[src/rtl/pic_priority_isr_if.sv]
// pic_priority_isr_if
// Bundles every non-clock signal between the 8259A priority/in-service
// stage and its environment (request register, command decoder, CPU bus).
//
// Signals (direction as seen by the slave = the priority stage):
//   irr_status[7:0]          in   pending requests from the request register
//   imr[7:0]                 in   interrupt mask, 1 masks that IR
//   inta_n                   in   CPU acknowledge, active low
//   vector_base[4:0]         in   vector bits T7..T3
//   aeoi                     in   auto-EOI mode
//   rotate_mode              in   automatic rotation on EOI
//   eoi_cmd                  in   one-cycle EOI command strobe
//   eoi_specific             in   1 = specific EOI, 0 = non-specific
//   eoi_level[2:0]           in   target level for specific EOI
//   int_out                  out  interrupt request to CPU
//   inta_count[1:0]          out  acknowledge pulse count (0/1/2)
//   current_service_int[2:0] out  level being acknowledged
//   isr[7:0]                 out  in-service register
//   data_out[7:0]            out  vector byte
//   data_oe                  out  data_out valid / bus drive enable
interface pic_priority_isr_if;
    logic [7:0] irr_status;
    logic [7:0] imr;
    logic       inta_n;
    logic [4:0] vector_base;
    logic       aeoi;
    logic       rotate_mode;
    logic       eoi_cmd;
    logic       eoi_specific;
    logic [2:0] eoi_level;
    logic       int_out;
    logic [1:0] inta_count;
    logic [2:0] current_service_int;
    logic [7:0] isr;
    logic [7:0] data_out;
    logic       data_oe;

    modport slave (
        input  irr_status, imr, inta_n, vector_base, aeoi, rotate_mode,
               eoi_cmd, eoi_specific, eoi_level,
        output int_out, inta_count, current_service_int, isr, data_out, data_oe
    );

    modport master (
        output irr_status, imr, inta_n, vector_base, aeoi, rotate_mode,
               eoi_cmd, eoi_specific, eoi_level,
        input  int_out, inta_count, current_service_int, isr, data_out, data_oe
    );
endinterface

[src/rtl/pic_priority_isr.sv]
// pic_priority_isr
// Priority resolver and in-service register of an 8259A-style interrupt
// controller. Masks pending requests, picks the winner under fixed or
// rotating priority, applies the fully nested rule against the ISR, raises
// INT, runs the two-pulse INTA sequence, drives the vector byte, and handles
// EOI / auto-EOI with optional priority rotation.
//
// Ports:
//   clk   in  system clock
//   rst   in  synchronous active-high reset
//   bus   pic_priority_isr_if.slave (request/mask/ack/EOI inputs, INT,
//         inta_count, current_service_int, isr, vector outputs)
//
// Parameter:
//   RESET_LOWEST  IR level holding lowest priority after reset
//                 (7 means IR0 is highest).
module pic_priority_isr #(
    parameter logic [2:0] RESET_LOWEST = 3'd7
) (
    input  logic                  clk,
    input  logic                  rst,
    pic_priority_isr_if.slave     bus
);

    typedef enum logic [1:0] {
        IDLE = 2'd0,
        ACK1 = 2'd1,
        ACK2 = 2'd2
    } state_t;

    state_t     state_q, state_d;
    logic       int_out_q, int_out_d;
    logic [1:0] inta_count_q, inta_count_d;
    logic [2:0] csi_q, csi_d;
    logic [7:0] isr_q, isr_d;
    logic [7:0] data_out_q, data_out_d;
    logic       data_oe_q, data_oe_d;
    logic [2:0] lowest_pri_q, lowest_pri_d;
    logic       inta_prev_q, inta_prev_d;
    logic       spurious_q, spurious_d;

    logic       fall;
    logic       rise;
    logic [7:0] cand;
    logic       win_valid;
    logic [2:0] win_lvl;
    logic       top_valid;
    logic [2:0] top_lvl;
    logic       eligible;
    logic [2:0] eoi_lvl;
    logic       eoi_hit;

    // Rotate the request vector so the highest-priority level lands in bit 0,
    // then take the lowest set bit and rotate the index back.
    // Returns {found, level}.
    function automatic logic [3:0] pick_highest(input logic [7:0] req,
                                                input logic [2:0] lowest);
        logic [2:0]  shift;
        logic [15:0] dbl;
        logic [3:0]  result;
        shift  = lowest + 3'd1;
        dbl    = {req, req} >> shift;
        result = 4'b0;
        for (int i = 7; i >= 0; i--) begin
            if (dbl[i]) begin
                result = {1'b1, shift + 3'(i)};
            end
        end
        return result;
    endfunction

    // Priority rank of a level: 0 is highest, 7 is lowest.
    function automatic logic [2:0] rank_of(input logic [2:0] lvl,
                                           input logic [2:0] lowest);
        return lvl - lowest - 3'd1;
    endfunction

    always_ff @(posedge clk) begin
        if (rst) begin
            state_q      <= IDLE;
            int_out_q    <= 1'b0;
            inta_count_q <= 2'd0;
            csi_q        <= 3'd0;
            isr_q        <= 8'd0;
            data_out_q   <= 8'd0;
            data_oe_q    <= 1'b0;
            lowest_pri_q <= RESET_LOWEST;
            inta_prev_q  <= 1'b1;
            spurious_q   <= 1'b0;
        end else begin
            state_q      <= state_d;
            int_out_q    <= int_out_d;
            inta_count_q <= inta_count_d;
            csi_q        <= csi_d;
            isr_q        <= isr_d;
            data_out_q   <= data_out_d;
            data_oe_q    <= data_oe_d;
            lowest_pri_q <= lowest_pri_d;
            inta_prev_q  <= inta_prev_d;
            spurious_q   <= spurious_d;
        end
    end

    always_comb begin
        state_d      = state_q;
        int_out_d    = 1'b0;
        inta_count_d = inta_count_q;
        csi_d        = csi_q;
        isr_d        = isr_q;
        data_out_d   = data_out_q;
        data_oe_d    = data_oe_q;
        lowest_pri_d = lowest_pri_q;
        inta_prev_d  = bus.inta_n;
        spurious_d   = spurious_q;

        fall = inta_prev_q & ~bus.inta_n;
        rise = ~inta_prev_q & bus.inta_n;

        cand = bus.irr_status & ~bus.imr;
        {win_valid, win_lvl} = pick_highest(cand, lowest_pri_q);
        {top_valid, top_lvl} = pick_highest(isr_q, lowest_pri_q);

        // Fully nested: the winner must strictly outrank every in-service level.
        eligible = win_valid &&
                   (!top_valid ||
                    (rank_of(win_lvl, lowest_pri_q) < rank_of(top_lvl, lowest_pri_q)));

        // EOI is applied before any ISR set below, so a set of the same bit wins.
        // With an empty ISR top_lvl is 0 and isr_q[0] is 0, so no hit.
        eoi_lvl = bus.eoi_specific ? bus.eoi_level : top_lvl;
        eoi_hit = bus.eoi_cmd && isr_q[eoi_lvl];
        if (eoi_hit) begin
            isr_d[eoi_lvl] = 1'b0;
            if (bus.rotate_mode) begin
                lowest_pri_d = eoi_lvl;
            end
        end

        case (state_q)
            IDLE: begin
                int_out_d = eligible && !fall;
                if (fall) begin
                    inta_count_d = 2'd1;
                    state_d      = ACK1;
                    // A request withdrawn since INT was raised is answered
                    // like a spurious acknowledge (IR7 vector, no ISR set).
                    if (int_out_q && win_valid) begin
                        csi_d          = win_lvl;
                        isr_d[win_lvl] = 1'b1;
                        spurious_d     = 1'b0;
                    end else begin
                        csi_d      = 3'd7;
                        spurious_d = 1'b1;
                    end
                end
            end
            ACK1: begin
                if (fall) begin
                    inta_count_d = 2'd2;
                    data_out_d   = {bus.vector_base, csi_q};
                    data_oe_d    = 1'b1;
                    state_d      = ACK2;
                end
            end
            ACK2: begin
                if (rise) begin
                    data_oe_d    = 1'b0;
                    inta_count_d = 2'd0;
                    spurious_d   = 1'b0;
                    state_d      = IDLE;
                    // Auto-EOI rotation overrides a same-cycle EOI rotation.
                    if (bus.aeoi && !spurious_q) begin
                        isr_d[csi_q] = 1'b0;
                        if (bus.rotate_mode) begin
                            lowest_pri_d = csi_q;
                        end
                    end
                end
            end
            default: begin
                state_d = IDLE;
            end
        endcase
    end

    assign bus.int_out             = int_out_q;
    assign bus.inta_count          = inta_count_q;
    assign bus.current_service_int = csi_q;
    assign bus.isr                 = isr_q;
    assign bus.data_out            = data_out_q;
    assign bus.data_oe             = data_oe_q;

endmodule

[src/flat_wrapper.sv]
// flat-port wrapper written by rule: the top's interface ports become plain ports
module pic_priority_isr_flat 
#(
    parameter logic [2:0] RESET_LOWEST = 3'd7
)
  (clk, rst, bus_irr_status, bus_imr, bus_inta_n, bus_vector_base, bus_aeoi, bus_rotate_mode, bus_eoi_cmd, bus_eoi_specific, bus_eoi_level, bus_int_out, bus_inta_count, bus_current_service_int, bus_isr, bus_data_out, bus_data_oe);
  pic_priority_isr_if bus_i ();
  input  logic clk;
  input  logic rst;
  input wire logic [$bits(bus_i.irr_status)-1:0] bus_irr_status;
  input wire logic [$bits(bus_i.imr)-1:0] bus_imr;
  input wire logic [$bits(bus_i.inta_n)-1:0] bus_inta_n;
  input wire logic [$bits(bus_i.vector_base)-1:0] bus_vector_base;
  input wire logic [$bits(bus_i.aeoi)-1:0] bus_aeoi;
  input wire logic [$bits(bus_i.rotate_mode)-1:0] bus_rotate_mode;
  input wire logic [$bits(bus_i.eoi_cmd)-1:0] bus_eoi_cmd;
  input wire logic [$bits(bus_i.eoi_specific)-1:0] bus_eoi_specific;
  input wire logic [$bits(bus_i.eoi_level)-1:0] bus_eoi_level;
  output wire logic [$bits(bus_i.int_out)-1:0] bus_int_out;
  output wire logic [$bits(bus_i.inta_count)-1:0] bus_inta_count;
  output wire logic [$bits(bus_i.current_service_int)-1:0] bus_current_service_int;
  output wire logic [$bits(bus_i.isr)-1:0] bus_isr;
  output wire logic [$bits(bus_i.data_out)-1:0] bus_data_out;
  output wire logic [$bits(bus_i.data_oe)-1:0] bus_data_oe;
  assign bus_i.irr_status = bus_irr_status;
  assign bus_i.imr = bus_imr;
  assign bus_i.inta_n = bus_inta_n;
  assign bus_i.vector_base = bus_vector_base;
  assign bus_i.aeoi = bus_aeoi;
  assign bus_i.rotate_mode = bus_rotate_mode;
  assign bus_i.eoi_cmd = bus_eoi_cmd;
  assign bus_i.eoi_specific = bus_eoi_specific;
  assign bus_i.eoi_level = bus_eoi_level;
  assign bus_int_out = bus_i.int_out;
  assign bus_inta_count = bus_i.inta_count;
  assign bus_current_service_int = bus_i.current_service_int;
  assign bus_isr = bus_i.isr;
  assign bus_data_out = bus_i.data_out;
  assign bus_data_oe = bus_i.data_oe;
  pic_priority_isr #(.RESET_LOWEST(RESET_LOWEST)) u_core (.clk(clk), .rst(rst), .bus(bus_i));
endmodule
[config.mk]
export PLATFORM = sky130hd
export DESIGN_NAME = pic_priority_isr_flat
export DESIGN_NICKNAME = d
export VERILOG_FILES = /design/src/rtl/pic_priority_isr_if.sv /design/src/rtl/pic_priority_isr.sv /design/src/flat_wrapper.sv
export SDC_FILE = /design/constraint.sdc
export NUM_CORES = 1
export LEC_CHECK = 0
export CAP_MARGIN = 20
export CORE_UTILIZATION = 50
export CTS_BUF_LIST = sky130_fd_sc_hd__clkbuf_16
export CTS_CLUSTER_DIAMETER = 40
export DETAILED_ROUTE_END_ITERATION = 10
export PLACE_DENSITY_LB_ADDON = 0.05
export SYNTH_ARGS = -nofsm -noshare
export SYNTH_HDL_FRONTEND = slang
export SYNTH_SLANG_ARGS = --single-unit
[constraint.sdc]
create_clock -name clk -period 4.46 [get_ports clk]
set_clock_uncertainty 0.15 [all_clocks]
set_input_delay 0.446 -clock clk [delete_from_list [all_inputs] [get_ports clk]]
set_output_delay 0.446 -clock clk [all_outputs]
set_load 0.005 [all_outputs]
; After elaboration in Yosys (flattened, before gate mapping)
; Cells that the tools add are included.
[totals]
regBits = 30
in_bits = 31
output_inout_bits = 23
word_cells = 120
[classes]
n_addsub = 12
order_cmp = 7
eq_ne = 5
shifts = 2
mux = 49
bitwise_logic = 12
n_reduce_logical = 23
[op_table]
columns = cell, count
row1 = two-way mux 4 bit, 16
row2 = two-way mux 8 bit, 5
row3 = >> shifter 16 x 3 -> 8 bit, 2
row4 = AND 8 bit, 3
row5 = two-way mux 3 bit, 8
row6 = inverter 8 bit, 3
row7 = one-hot mux 8 bit (2 select lines), 1
row8 = "adder 3 bit, second input constant", 4
row9 = "less-than comparator 3 x 4 -> 1 bit, second input constant", 3
row10 = one-hot mux 2 bit (3 select lines), 2
row11 = demux 1 bit (select 3 bit), 3
row12 = ">= comparator 3 x 1 -> 1 bit, second input constant", 3
row13 = AND reduction 3 bit, 3
row14 = logical AND 1 bit, 8
row15 = two-way mux 1 bit, 8
row16 = bitwise OR 8 bit, 1
row17 = "adder 3 x 1 -> 3 bit, second input constant", 2
row18 = "adder 3 x 2 -> 3 bit, second input constant", 2
row19 = two-way mux 2 bit, 3
row20 = "!= test 2 x 1 -> 1 bit, second input constant", 3
row21 = "subtractor 3 x 1 -> 3 bit, second input constant", 2
row22 = subtractor 3 bit, 2
row23 = one-hot mux 1 bit (2 select lines), 2
row24 = AND reduction 2 bit, 2
row25 = other kinds (13), 19

; Longest topological paths before layout
[logic_depth]
ltp_word = 22
depth_mapped = 24
mapped_depth_nobuf = 16

; Worst setup path before layout
; No wires, ideal clock.
[synth_path]
path_type = register -> register
startpoint = register u_core.lowest_pri_q[0]
endpoint = register u_core.int_out_q, in the netlist u_core.bus.int_out
setup_time_ns = 0.116
arrival_time_ns = 4.443
slack_ns = -0.250
stages_incl_launch_ff = 24
path_buffers = 10
synth_period_minus_slack_ns = 4.710
path_cell_list = dfxtp_1 buf_6 buf_8 buf_6 inv_2 buf_2 ha_1 buf_2 buf_2 buf_2 buf_2 buf_2 clkbuf_1 o21ai_0 o21bai_1 a21boi_0 o22ai_1 ha_1 fa_1 xnor2_1 xnor2_1 ha_1 a21oi_1 o211a_1
[synth_between]
elab_chain_len = 16
word_cells_on_any_way = 35
[synth_lines]
columns = element, line_no
row1 = "start, declared", pic_priority_isr.sv:38  ; logic [2:0] lowest_pri_q, lowest_pri_d;
row2 = "start signal, assigned", pic_priority_isr.sv:98  ; lowest_pri_q <= lowest_pri_d;
row3 = adder 3 x 1 -> 3 bit, pic_priority_isr.sv:61  ; shift = lowest + 3'd1;
row4 = adder 3 bit / >> shifter 16 x 3 -> 8 bit (equally long branches), "pic_priority_isr.sv:66, pic_priority_isr.sv:62"
row5 = two-way mux 4 bit (8 in series), pic_priority_isr.sv:65  ; if (dbl[i]) begin
row6 = subtractor 3 bit, pic_priority_isr.sv:75  ; return lvl - lowest - 3'd1;
row7 = subtractor 3 x 1 -> 3 bit, pic_priority_isr.sv:75
row8 = less-than comparator 3 bit, pic_priority_isr.sv:126  ; (rank_of(win_lvl, lowest_pri_q) < rank_of(top_lvl, lowest_pri_q)));
row9 = logical OR 1 bit, pic_priority_isr.sv:125  ; (!top_valid ||
row10 = logical AND 1 bit *, pic_priority_isr.sv:124  ; eligible = win_valid &&
row11 = logical AND 1 bit *, pic_priority_isr.sv:141  ; int_out_d = eligible && !fall;
row12 = "end signal, assigned", pic_priority_isr.sv:92  ; int_out_q <= int_out_d;
row13 = "end, declared", pic_priority_isr.sv:32  ; logic int_out_q, int_out_d;
; Mark *: on every way between the ends. The rest lies on a longest branch, timed or not.
; A chain may end at the register's enable or synchronous reset.

; Worst setup path in the final report
; Same ends and word-level chain as after synthesis.

==> summary.md <==
| Metric | Value |
|---|---|
| Worst slack, placed | 140 ps |
| Final Cycle Share | 0.952 |
| Buffers on Ports | 53 |
| Critical path origin | u_core.lowest_pri_q[0] |
| Routed len/inst | 19.1 um |
| Max-cap check violation count | 0 |
| RSZ-0062 raised after global routing | false |
| Dominant synthesized flop cell | dfxtp_1 |
| Synth-to-Final Area Change | 22.3% |
| Most frequent cells after synthesis | nand2_1, dfxtp_1, a21oi_1 |
| Core area | 0.00737 mm2 |
| I/O pin total | 54 |
| Vias | 4209 |
| Worst-Margin Slew | 592 ps |
| Routed wire length | 12000 um |
| Post-Route Utilization | 0.643 |
| Starting Density | 0.525 |
| Final instance area | 0.00474 mm2 |
| Crit-path max FO | 12 |
| Pin count of the biggest net entering global routing | 33 |
| Placed cell count | 618 |
| CTS tree | done |
| Placement Cell Area | 0.00454 mm2 |
| End of the critical path | u_core.bus.int_out |
| Number of synthesized flops with an enable pin | 0 |
| Max layer used | met4 |
| Setup CP Type | register to register |
| Hold Buf Count CTS | 0 |
| Peak VDD IR | 0.000229 V |
| Element type at the critical path end | register |
| CP peak stage delay | 510 ps |
| Die ar. | 0.00810 mm2 |
| First-pass GRT wire length | 19500 um |
| Die Ht | 90.0 um |
| Post-route minimum period | 4250 ps |
| Crit path top cell by count | ha_1 |
| Final hold vios | 0 |
| Power, Total | 1.43 mW |
| Met3 wire len | 1010 um |
| Worst hold path type | register to register |
| Slew Viols, Final | 0 |
| Root Buffer | clkbuf_16 |
| Layout cells sized above 1 | 0.168 |
| Status | completed |
| H-tree depth | 2 |
| Initial antenna violation count | 0 |
| First drt pass iteration count | 5 |
| Top cell type's share of synthesized area | 0.155 |
| Cell area after synthesis | 0.00387 mm2 |
| Reg2Reg Setup Slack | 210 ps |
| Max clock buf depth | 2 |
| Crit path cell chain | ha_1 > buf_4 > xor2_4 > buf_4 > mux4_2 > a41o_1 > or3b_4 > nor2_1 > ha_1 > inv_1 > fa_1 > xnor2_1 > xnor2_1 > ha_1 > a21oi_1 > o211a_1 |
| Hold_ws | 303 ps |
| Top post-synthesis cells by area | dfxtp_1, mux4_2, nand2_1 |
| R2R Path Start | u_core.lowest_pri_q[0] |
| Setup crit start kind | register |
| Total track usage | 0.292 |
| Synth area leader | dfxtp_1 |
| Rows | 31 |
| Clk_lat worst skew | 280 ps |
| Clock-pin transition on the worst setup and hold timing paths | 50 ps |
| Die W | 90.0 um |
| Clk sinks | 30 |
| Max frequency | 0.236 GHz |
| Fraction of registers with async set/reset | 0 |
| Final std cells w/o fill | 629 |
| Number of vias per cell | 6.69 |
| GR Overflow Total | 0 |
| Post-synthesis instance total | 478 |
| Power Dens Cells | 301 mW/mm2 |
| DP HPWL | 8870 um |
| FILL cells | 634 |
| Register area share after synthesis | 0.155 |
| Syn Nets | 521 |
| Inserted Clock Buffers | 5 |
| Syn avg cell area | 8.10 um2 |
| Arr. time, crit path | 4260 ps |
| Synth warn | 0 |
| DR WL met2 | 5540 um |
| Remaining DRCs | 0 |
| Metal-1 WL | 5240 um |
| Final GP Congestion | 0.915 |
| DRT antenna net count | 0 |
| Nets | 572 |
| Crit path required time | 4480 ps |
| Seq cells post-synth | 30 |
| Unique masters post-synth | 85 |
| LEAKAGE | 1.71 nW |
| Setup TNS | 0 ps |
| Initial DRC count | 482 |
| Slowest stage cell, crit path | mux4_2 |
| R2R cell count | 16 |
| R2R Path End | u_core.bus.int_out |
| Vias in the first global route | 3856 |
| Fin worst setup slack | 214 ps |
| Setup violators final | 0 |
| Diodes inserted | 0 |
| Max-slew headroom | 0.594 |
| Count leader, synth | nand2_1 |
==> power by group <==
| group | internal, mW | switching [mW] |
|---|---|---|
| combinational | 0.355 | 0.431 |
| clock | 0.203 | 0.123 |
| sequential | 0.288 | 0.0260 |
==> how the worst min path moves through the flow <==
stage	start	end	slack, ps	depth (start not counted)
after floorplan	u_core.bus.inta_count[0]	u_core.bus.inta_count[0]	300	2
after global placement	u_core.bus.data_out[1]	u_core.bus.data_out[1]	290	2
after detailed placement	u_core.bus.data_out[3]	u_core.bus.data_out[3]	300	2
after CTS	u_core.bus.data_out[3]	u_core.bus.data_out[3]	300	2
after global routing	u_core.bus.data_out[0]	u_core.bus.data_out[0]	330	2
final	u_core.bus.data_out[3]	u_core.bus.data_out[3]	300	2
==> layout make-up <==
| cell class | instances | area (um2) | share of cell area |
|---|---|---|---|
| multi-input combinational | 396 | 3060 | 0.647 |
| clock inverter | 3 | 16.3 | 0.00343 |
| sequential | 30 | 602 | 0.127 |
| inverter | 13 | 48.8 | 0.0103 |
| timing repair buffer | 83 | 757 | 0.160 |
| tap | 99 | 124 | 0.0262 |
| clock buffer | 5 | 125 | 0.0264 |
==> worst max-delay path, delay by kind of cell, from the launching register on <==
family                     cells  cell delay (ps)
adders and majority gates      4             1020
xor gates and xnor gates       3              580
AOI/OAI and AO/OA              3              530
and+or+nand+nor                2              530
muxes                          1              510
buffers and inverters          3              490
DFF                            1              330
==> cell usage in the layout, fill, tap and decap left out, drive strengths merged, types with 9 or more instances in the layout <==
cell | synthesis | routed
nand2 | 43 | 43
nor2 | 25 | 25
mux2i | 17 | 17
mux2 | 9 | 9
inv | 12 | 12
a21oi | 29 | 29
nor2b | 18 | 18
nor3 | 13 | 13
dfxtp | 30 | 30
nand3 | 18 | 18
clkdlybuf4s50 | 0 | 53
nand2b | 16 | 16
o21ai | 26 | 26
buf | 21 | 29
ha | 10 | 10
mux4 | 16 | 16
a221oi | 9 | 9
==> flip-flops by register name, summed over array words and instances, names as in the netlist <==
name                            count
u_core.bus.data_out                 8
u_core.spurious_q                   1
u_core.bus.isr                      8
u_core.inta_prev_q                  1
u_core.lowest_pri_q                 3
u_core.bus.data_oe                  1
u_core.bus.int_out                  1
u_core.bus.current_service_int      3
u_core.bus.inta_count               2
u_core.state_q                      2
==> kinds of logic after synthesis <==
kind of cell	synth area share
simple gates	0.243
compound gates	0.307
buf+inv	0.0640
mux	0.168
flops	0.155
fa+ha+maj	0.0427
xor+xnor	0.0204
==> layer usage <==
metal	track usage	up-vias
met5	0	-
met4	0.0793	0
met3	0.0482	32
met2	0.464	218
met1	0.409	2000
li1	-	1959
==> what timing repair did <==
item                                    CTS  global route
endpoints found under the setup margin    0             2
buffers inserted                          0             2
gates resized for setup                   0             6
Note: power is estimated with default switching activity, not from simulation.
